### src/rtl/gamma_lut_loader_if.sv
// Byte-packet bus carrying a full gamma table from the loader into gamma_correction.
// The loader drives it through the master modport; gamma_correction listens on slave.
interface gamma_lut_loader_if #(
    parameter int unsigned DATA_W = 8
);
    logic              SOP;
    logic              EOP;
    logic              VLD;
    logic [DATA_W-1:0] packet_data;

    modport master (output SOP, EOP, VLD, packet_data);
    modport slave  (input  SOP, EOP, VLD, packet_data);
endinterface

### src/rtl/gamma_lut_loader.sv
// Buffers host writes in a shadow gamma table and streams it to gamma_correction as one
// SOP..EOP packet, only inside an inter-frame gap of the monitored video stream.
module gamma_lut_loader #(
    parameter int unsigned NROWS     = 512,
    parameter int unsigned LUT_DEPTH = 256,
    parameter int unsigned DATA_W    = 8
) (
    input  logic               clk,
    input  logic               rst,
    input  logic               wr_en,
    input  logic [7:0]         wr_addr,
    input  logic [DATA_W-1:0]  wr_data,
    input  logic               load_req,
    input  logic               s_axis_tvalid,
    input  logic               s_axis_tuser,
    input  logic               s_axis_tlast,
    gamma_lut_loader_if.master pkt,
    output logic               video_hold,
    output logic               busy,
    output logic               load_done,
    output logic               lut_valid,
    output logic               cmd_err,
    output logic               frame_err
);

    localparam int unsigned AddrW = $clog2(LUT_DEPTH);
    localparam int unsigned RowW  = (NROWS > 1) ? $clog2(NROWS) : 1;

    typedef enum logic [1:0] {
        StIdle,
        StWaitGap,
        StSend,
        StDone
    } state_e;

    state_e            state_q;
    logic [AddrW-1:0]  addr_q;
    logic [RowW-1:0]   row_cnt_q;
    logic              frame_active_q;
    logic [DATA_W-1:0] shadow_q [LUT_DEPTH];

    logic              sof;
    logic              eol;
    logic [RowW-1:0]   row_base;
    logic              last_row;

    assign sof      = s_axis_tvalid & s_axis_tuser;
    assign eol      = s_axis_tvalid & s_axis_tlast;
    // A start-of-frame beat restarts the row count before its own tlast is counted.
    assign row_base = sof ? '0 : row_cnt_q;
    assign last_row = (row_base == RowW'(NROWS - 1));

    // Shadow table has no reset; host must fill it before the first load.
    always_ff @(posedge clk) begin
        if (wr_en && (state_q == StIdle)) begin
            shadow_q[wr_addr] <= wr_data;
        end
    end

    always_ff @(posedge clk or negedge rst) begin
        if (!rst) begin
            state_q         <= StIdle;
            addr_q          <= '0;
            row_cnt_q       <= '0;
            frame_active_q  <= 1'b0;
            pkt.SOP         <= 1'b0;
            pkt.EOP         <= 1'b0;
            pkt.VLD         <= 1'b0;
            pkt.packet_data <= '0;
            video_hold      <= 1'b0;
            busy            <= 1'b0;
            load_done       <= 1'b0;
            lut_valid       <= 1'b0;
            cmd_err         <= 1'b0;
            frame_err       <= 1'b0;
        end else begin
            // Frame tracker runs regardless of loader state.
            if (sof) begin
                frame_active_q <= 1'b1;
                row_cnt_q      <= '0;
            end
            if (eol) begin
                if (last_row) begin
                    frame_active_q <= 1'b0;
                    row_cnt_q      <= '0;
                end else begin
                    row_cnt_q <= row_base + RowW'(1);
                end
            end

            cmd_err         <= (wr_en | load_req) & (state_q != StIdle);
            load_done       <= 1'b0;
            pkt.SOP         <= 1'b0;
            pkt.EOP         <= 1'b0;
            pkt.VLD         <= 1'b0;
            pkt.packet_data <= '0;

            unique case (state_q)
                StIdle: begin
                    busy       <= load_req;
                    video_hold <= load_req;
                    if (load_req) begin
                        frame_err <= 1'b0;
                        state_q   <= StWaitGap;
                    end
                end
                StWaitGap: begin
                    if (!frame_active_q && !sof) begin
                        addr_q  <= '0;
                        state_q <= StSend;
                    end
                end
                StSend: begin
                    pkt.SOP         <= (addr_q == '0);
                    pkt.EOP         <= (addr_q == AddrW'(LUT_DEPTH - 1));
                    pkt.VLD         <= 1'b1;
                    pkt.packet_data <= shadow_q[addr_q];
                    // The packet is never aborted; a frame that sneaks in is only flagged.
                    if (sof) begin
                        frame_err <= 1'b1;
                    end
                    if (addr_q == AddrW'(LUT_DEPTH - 1)) begin
                        state_q <= StDone;
                    end else begin
                        addr_q <= addr_q + AddrW'(1);
                    end
                end
                StDone: begin
                    load_done <= 1'b1;
                    lut_valid <= 1'b1;
                    state_q   <= StIdle;
                end
                default: begin
                    state_q <= StIdle;
                end
            endcase
        end
    end

endmodule

### src/flat_wrapper.sv
// flat-port wrapper written by rule: the top's interface ports become plain ports
module gamma_lut_loader_flat 
#(
    parameter int unsigned NROWS     = 512,
    parameter int unsigned LUT_DEPTH = 256,
    parameter int unsigned DATA_W    = 8
)
  (clk, rst, wr_en, wr_addr, wr_data, load_req, s_axis_tvalid, s_axis_tuser, s_axis_tlast, video_hold, busy, load_done, lut_valid, cmd_err, frame_err, pkt_SOP, pkt_EOP, pkt_VLD, pkt_packet_data);
  gamma_lut_loader_if #(.DATA_W(DATA_W)) pkt_i ();
  input  logic clk;
  input  logic rst;
  input  logic wr_en;
  input  logic [7:0] wr_addr;
  input  logic [DATA_W-1:0] wr_data;
  input  logic load_req;
  input  logic s_axis_tvalid;
  input  logic s_axis_tuser;
  input  logic s_axis_tlast;
  output logic video_hold;
  output logic busy;
  output logic load_done;
  output logic lut_valid;
  output logic cmd_err;
  output logic frame_err;
  output wire logic [$bits(pkt_i.SOP)-1:0] pkt_SOP;
  output wire logic [$bits(pkt_i.EOP)-1:0] pkt_EOP;
  output wire logic [$bits(pkt_i.VLD)-1:0] pkt_VLD;
  output wire logic [$bits(pkt_i.packet_data)-1:0] pkt_packet_data;
  assign pkt_SOP = pkt_i.SOP;
  assign pkt_EOP = pkt_i.EOP;
  assign pkt_VLD = pkt_i.VLD;
  assign pkt_packet_data = pkt_i.packet_data;
  gamma_lut_loader #(.NROWS(NROWS), .LUT_DEPTH(LUT_DEPTH), .DATA_W(DATA_W)) u_core (.clk(clk), .rst(rst), .wr_en(wr_en), .wr_addr(wr_addr), .wr_data(wr_data), .load_req(load_req), .s_axis_tvalid(s_axis_tvalid), .s_axis_tuser(s_axis_tuser), .s_axis_tlast(s_axis_tlast), .pkt(pkt_i), .video_hold(video_hold), .busy(busy), .load_done(load_done), .lut_valid(lut_valid), .cmd_err(cmd_err), .frame_err(frame_err));
endmodule
### config.mk
export PLATFORM = sky130hd
export DESIGN_NAME = gamma_lut_loader_flat
export DESIGN_NICKNAME = d
export VERILOG_FILES = /design/src/rtl/gamma_lut_loader_if.sv /design/src/rtl/gamma_lut_loader.sv /design/src/flat_wrapper.sv
export SDC_FILE = /design/constraint.sdc
export NUM_CORES = 2
export LEC_CHECK = 0
export BUFFER_PORTS_ARGS = -buffer_cell sky130_fd_sc_hd__clkbuf_2
export CAP_MARGIN = 0
export CORE_ASPECT_RATIO = 2
export CORE_UTILIZATION = 60
export DETAILED_ROUTE_END_ITERATION = 6
export PLACE_DENSITY = 0.76
export SLEW_MARGIN = 20
export SYNTH_ARGS = -nofsm -noshare
export SYNTH_HDL_FRONTEND = slang
export SYNTH_SLANG_ARGS = --single-unit
### constraint.sdc
create_clock -name clk -period 3.4 [get_ports clk]
set_clock_uncertainty 0.1 [all_clocks]
set_input_delay 0.17 -clock clk [delete_from_list [all_inputs] [get_ports clk]]
set_output_delay 0.17 -clock clk [all_outputs]
set_load 0.01 [all_outputs]
* Word-level counts from Yosys, hierarchy flattened *
Memories as Yosys holds them, arrays and structs flattened.
Index checks and enable logic that the tools add are counted.

cells by class
  add/sub/neg operators = 2
  multipliers = 0
  divide/modulo/power cells = 0
  $lt $le $gt $ge = 0
  equality and inequality tests = 10
  shifts and indexed selects = 0
  multiplexer cells = 23
  bitwise operators = 4
  reductions and logical operators = 12

operators with widths
  operator                                       number
  2-to-1 mux 9 bit                               3
  2-to-1 mux 8 bit                               3
  case mux 8 bit (2 select lines)                1
  2-to-1 mux 1 bit                               11
  adder 9 x 1 -> 9 bit, second input constant    1
  == test 9 bit, second input constant           1
  AND reduction 3 bit                            3
  adder 8 x 1 -> 8 bit, second input constant    1
  == test 8 bit, second input constant           1
  zero test 8 bit                                1
  case mux 2 bit (4 select lines)                1
  2-to-1 mux 2 bit                               3
  != test 2 x 1 -> 1 bit, second input constant  3
  nonzero test 2 bit                             3
  == test 2 bit, second input constant           2
  != test 2 bit, second input constant           2
  bitwise AND 1 bit                              3
  == test 2 x 1 -> 1 bit, second input constant  1
  logical AND 1 bit                              2
  zero test 1 bit                                2
  zero test 2 bit                                1
  case mux 1 bit (2 select lines)                1
  OR 1 bit                                       1

storage, ports and cells
  bits in registers = 36
  bits in latches = 0
  memory bits (writable) = 2048
  bits in read-only memories = 0
  memories = 1

memory list
  memory           words  bits a word  rd ports  clocked after memory_dff  write ports  RTL line                source
  u_core.shadow_q  256    8            1         0                         1            gamma_lut_loader.sv:40  logic [DATA_W-1:0] shadow_q [LUT_DEPTH];

* Logic depth before layout (Yosys ltp) *
  depth in word-level cells = 5
  mapped depth = 13
  mapped depth without buffers = 10

* Least setup slack after synthesis *
Ideal clock, no wire load.

  path type = flip-flop to flip-flop
  start = register u_core.addr_q[0]
  end = register u_core.pkt.packet_data[1]
  setup time = 0.131 ns
  data arrival time = 2.456 ns
  setup slack = 0.713 ns
  cell stages (with the launch flop) = 9
  clock period less this slack = 2.687 ns
  cell sequence = dfrtp_1 -> buf_4 -> buf_6 -> buf_2 -> mux4_2 -> mux4_2 -> o22ai_1 -> nor4_1 -> or3_1

on the way
  cells in the longest elaborated chain, start to end = 2

ends and longest elaborated chain
  item                       RTL line                   source
  start, declared            gamma_lut_loader.sv:37     logic [AddrW-1:0] addr_q;
  start signal, assigned     gamma_lut_loader.sv:125    addr_q <= addr_q + AddrW'(1);
  memory read (256 x 8 bit)  n/a
  2-to-1 mux 8 bit           gamma_lut_loader.sv:98     unique case (state_q)
  end signal, assigned       gamma_lut_loader.sv:117    pkt.packet_data <= shadow_q[addr_q];
  end, declared              gamma_lut_loader_if.sv:11  modport master (output SOP, EOP, VLD, packet_data);

No other way between the ends.
A chain may end at the register's enable or synchronous reset.

* Final worst setup path *
  start = register u_core.addr_q[0]
  end = register u_core.pkt.packet_data[0]

Same word-level chain as after synthesis.

==> impl_metrics.json <==
{
  "syn_area_sq_um": 81500,
  "die-area_sq_um": 137000,
  "insertion_delay_ps": 830,
  "finalNetCount": 4535,
  "power_density_nw_per_um2": 743,
  "final_common_cell": "edfxtp_1",
  "cellLeakagePower_nw": 30.3,
  "async_reset_ff_frac": 0.0173,
  "clockBufferDepth": 4,
  "gr-total-overflow": 0,
  "period_share": 1.00,
  "cp.required_ps": 4030,
  "hpwl_mm": 141,
  "maxSlewHeadroom": 0.286,
  "cts.clk_slew.worst_paths_ps": 80,
  "violations": "DRC, setup timing",
  "grt_use_total": 0.328,
  "numCtsBuffers": 173,
  "worst_slack_ps": -7.19,
  "place_congestion": 0.965,
  "die_h_microns": 523,
  "finalPower_mw": 69.4,
  "drt-initial-drc-count": 5594,
  "vias": 43608,
  "syn_inst": 3972,
  "grt_pass1_wl_mm": 316,
  "layout_common_cells": "edfxtp_1 (2048), buf_4 (467), mux4_2 (443)",
  "row_count": 190,
  "yosysWarnings": 0,
  "period_minus_slack_ps": 3410,
  "syn_nets": 4005,
  "path_cells": "buf_12, buf_4, mux4_2, mux2_2, o22ai_1, nor3_1, a211oi_1, buf_4, nor3_1, or3_1",
  "endpoint_kind": "flop",
  "ant_nets": 0,
  "clk_root_buffer_cell": "clkbuf_16",
  "cts_sinks": 2084,
  "rsz0062_at_grt": "yes",
  "port_buffers": 39,
  "drc_errors": 1,
  "nFillCells": 7768,
  "critPathKind": "flop to flop",
  "worst_pin_slew_ps": 1070,
  "totalWireLength_mm": 222,
  "start_kind": "flop",
  "synth_top_flop_cell": "edfxtp_1",
  "crit_path_top_delay_cell": "dfrtp_4",
  "grt_max_degree": 119,
  "synthToLayoutAreaGrowth_pct": 14.5,
  "hp-class": "input port to flop",
  "slew_viol_final": 0,
  "cts_max_level": 4,
  "cts_tree": "built",
  "crit_fanout": 32,
  "synth_edf_count": 2048,
  "hold_viol_final": 0,
  "first_pass_iters": 7,
  "worstPathArrival_ps": 4030,
  "antenna_found_initial": 9,
  "initial_core_util": 0.607,
  "finalSetupViolations": 2,
  "cpPeakStageDelay_ps": 560,
  "syn_avg_cell_area_sq_um": 20.5,
  "post-place-ws_ps": -31.1,
  "ys_types": 60,
  "synth.yosys.seq_area_share": 0.766,
  "final_layout_size_suffix_gt1_frac": 0.284,
  "vias_per_cell": 6.86,
  "maxCapViolCount": 0,
  "path_buf_inv": 3,
  "status": "finished with violations",
  "fmax_ghz": 0.293,
  "ys_ff_latch": 2084,
  "num_io_pins": 40,
  "die_x_microns": 263,
  "wl_per_cell_microns": 35.0,
  "crit_family": "multiplexers",
  "grt_pass1_vias": 44442,
  "ir_worst_vdd_uv": 494,
  "coreArea_sq_um": 134000
}
-- cells in the mapped netlist (all sizes together) (18+ instances only) --
cell type	number	area share
edfxtp	2048	0.75
mux4	443	0.12
nor2	311	0.014
mux2i	236	0.029
buf	119	0.011
clkbuf	113	0.0052
nand2	91	0.0042
a22oi	77	0.0071
a21oi	71	0.0044
nand3	69	0.0042
mux2	45	0.0062
dfrtp	36	0.011
o21ai	31	0.0019
nor2b	27	0.0021
nor3	21	0.0013
a31oi	20	0.0015
nand4	20	0.0015
a211oi	19	0.0018
o221ai	19	0.0020
nand2b	18	0.0014
-- layer usage --
layer | routed length, microns | vias up | GRT usage
met5 | 49 | - | 0
met4 | 19600 | 6 | 0.249
met3 | 19500 | 775 | 0.0589
met2 | 114000 | 2872 | 0.562
met1 | 69300 | 22545 | 0.367
li1 | - | 17410 | -
-- through the flow --
stage / instance area (sq um) / cells / TNS (ps) / hold WS [ps] / utilization
after floorplan: 81500 / 3972 / 0 / -226 / -
after global placement: 87200 / 6028 / -2.52 / 281 / 0.650
after detailed placement: 87200 / 6028 / -31.1 / 273 / 0.650
after CTS: 93200 / 6355 / 0 / 2.33 / 0.694
after global routing: 93300 / 6357 / -147 / 45.3 / 0.694
final: 93300 / 6360 / -12.0 / 49.0 / 0.695
-- area by class of cell --
| cell class | instances | area [sq um] | share of cell area |
|---|---|---|---|
| sequential | 2084 | 62400 | 0.669 |
| multi-input combinational | 1645 | 17800 | 0.191 |
| timing repair buffer | 587 | 5170 | 0.0554 |
| clock buffer | 207 | 4580 | 0.0491 |
| tap | 1728 | 2160 | 0.0232 |
| clock inverter | 93 | 1070 | 0.0115 |
| inverter | 11 | 41.3 | 0.000443 |
| antenna | 5 | 12.5 | 0.000134 |
-- where the power goes --
part           total [mW]  switching (mW)  internal (mW)
registers            28.7           0.347           28.3
clock network        20.3            8.88           11.4
logic                20.4            11.4           8.91
total                69.4            20.7           48.7
-- sequential cells by signal, indices dropped and copies added, names as in the netlist --
| name | flops |
|---|---|
| u_core.frame_err | 1 |
| u_core.addr_q | 8 |
| u_core.pkt.SOP | 1 |
| u_core.row_cnt_q | 9 |
| u_core.lut_valid | 1 |
| u_core.pkt.packet_data | 8 |
| u_core.cmd_err | 1 |
| u_core.load_done | 1 |
| u_core.pkt.VLD | 1 |
| u_core.pkt.EOP | 1 |
| u_core.frame_active_q | 1 |
| u_core.video_hold | 1 |
| u_core.state_q | 2 |
| u_core.shadow_q | 2048 |
-- cell families (layout without fill, tap and decap cells) --
family / after synthesis / after routing / share of synthesized area
buffers and inverters: 243 / 898 / 0.0163
muxes: 724 / 724 / 0.158
adders and majority gates: 10 / 10 / 0.00154
and+or+nand+nor: 592 / 592 / 0.0319
other: 0 / 5 / 0
AOI/OAI and AO/OA: 311 / 311 / 0.0261
DFF: 2084 / 2084 / 0.766
xor gates and xnor gates: 8 / 8 / 0.000860
-- repair_timing --
| action | CTS | global route |
|---|---|---|
| endpoints found under the setup margin | 2 | 5 |
| hold buffers | 26 | 0 |
| endpoints found under the hold margin | 379 | 0 |
| pin swaps | 0 | 1 |
| resized for setup | 3 | 10 |
| buffers inserted | 0 | 0 |
| gates cloned | 1 | 0 |
-- path summary, 6_finish.rpt --
kind                                  startpoint                   endpoint  cells past startpoint  slack [ps]
min in group asynchronous                    rst           u_core.load_done                      4         310
worst min register to register  u_core.lut_valid           u_core.lut_valid                      1         390
worst max-delay path            u_core.addr_q[0]  u_core.pkt.packet_data[0]                     10          -7
max in group asynchronous                    rst           u_core.addr_q[2]                      4        2650
worst max register to register  u_core.addr_q[0]  u_core.pkt.packet_data[0]                     10          -7
worst min-delay path                  wr_data[6]     u_core.shadow_q[41][6]                      1          50
Note: power is estimated with default switching activity, not from simulation.
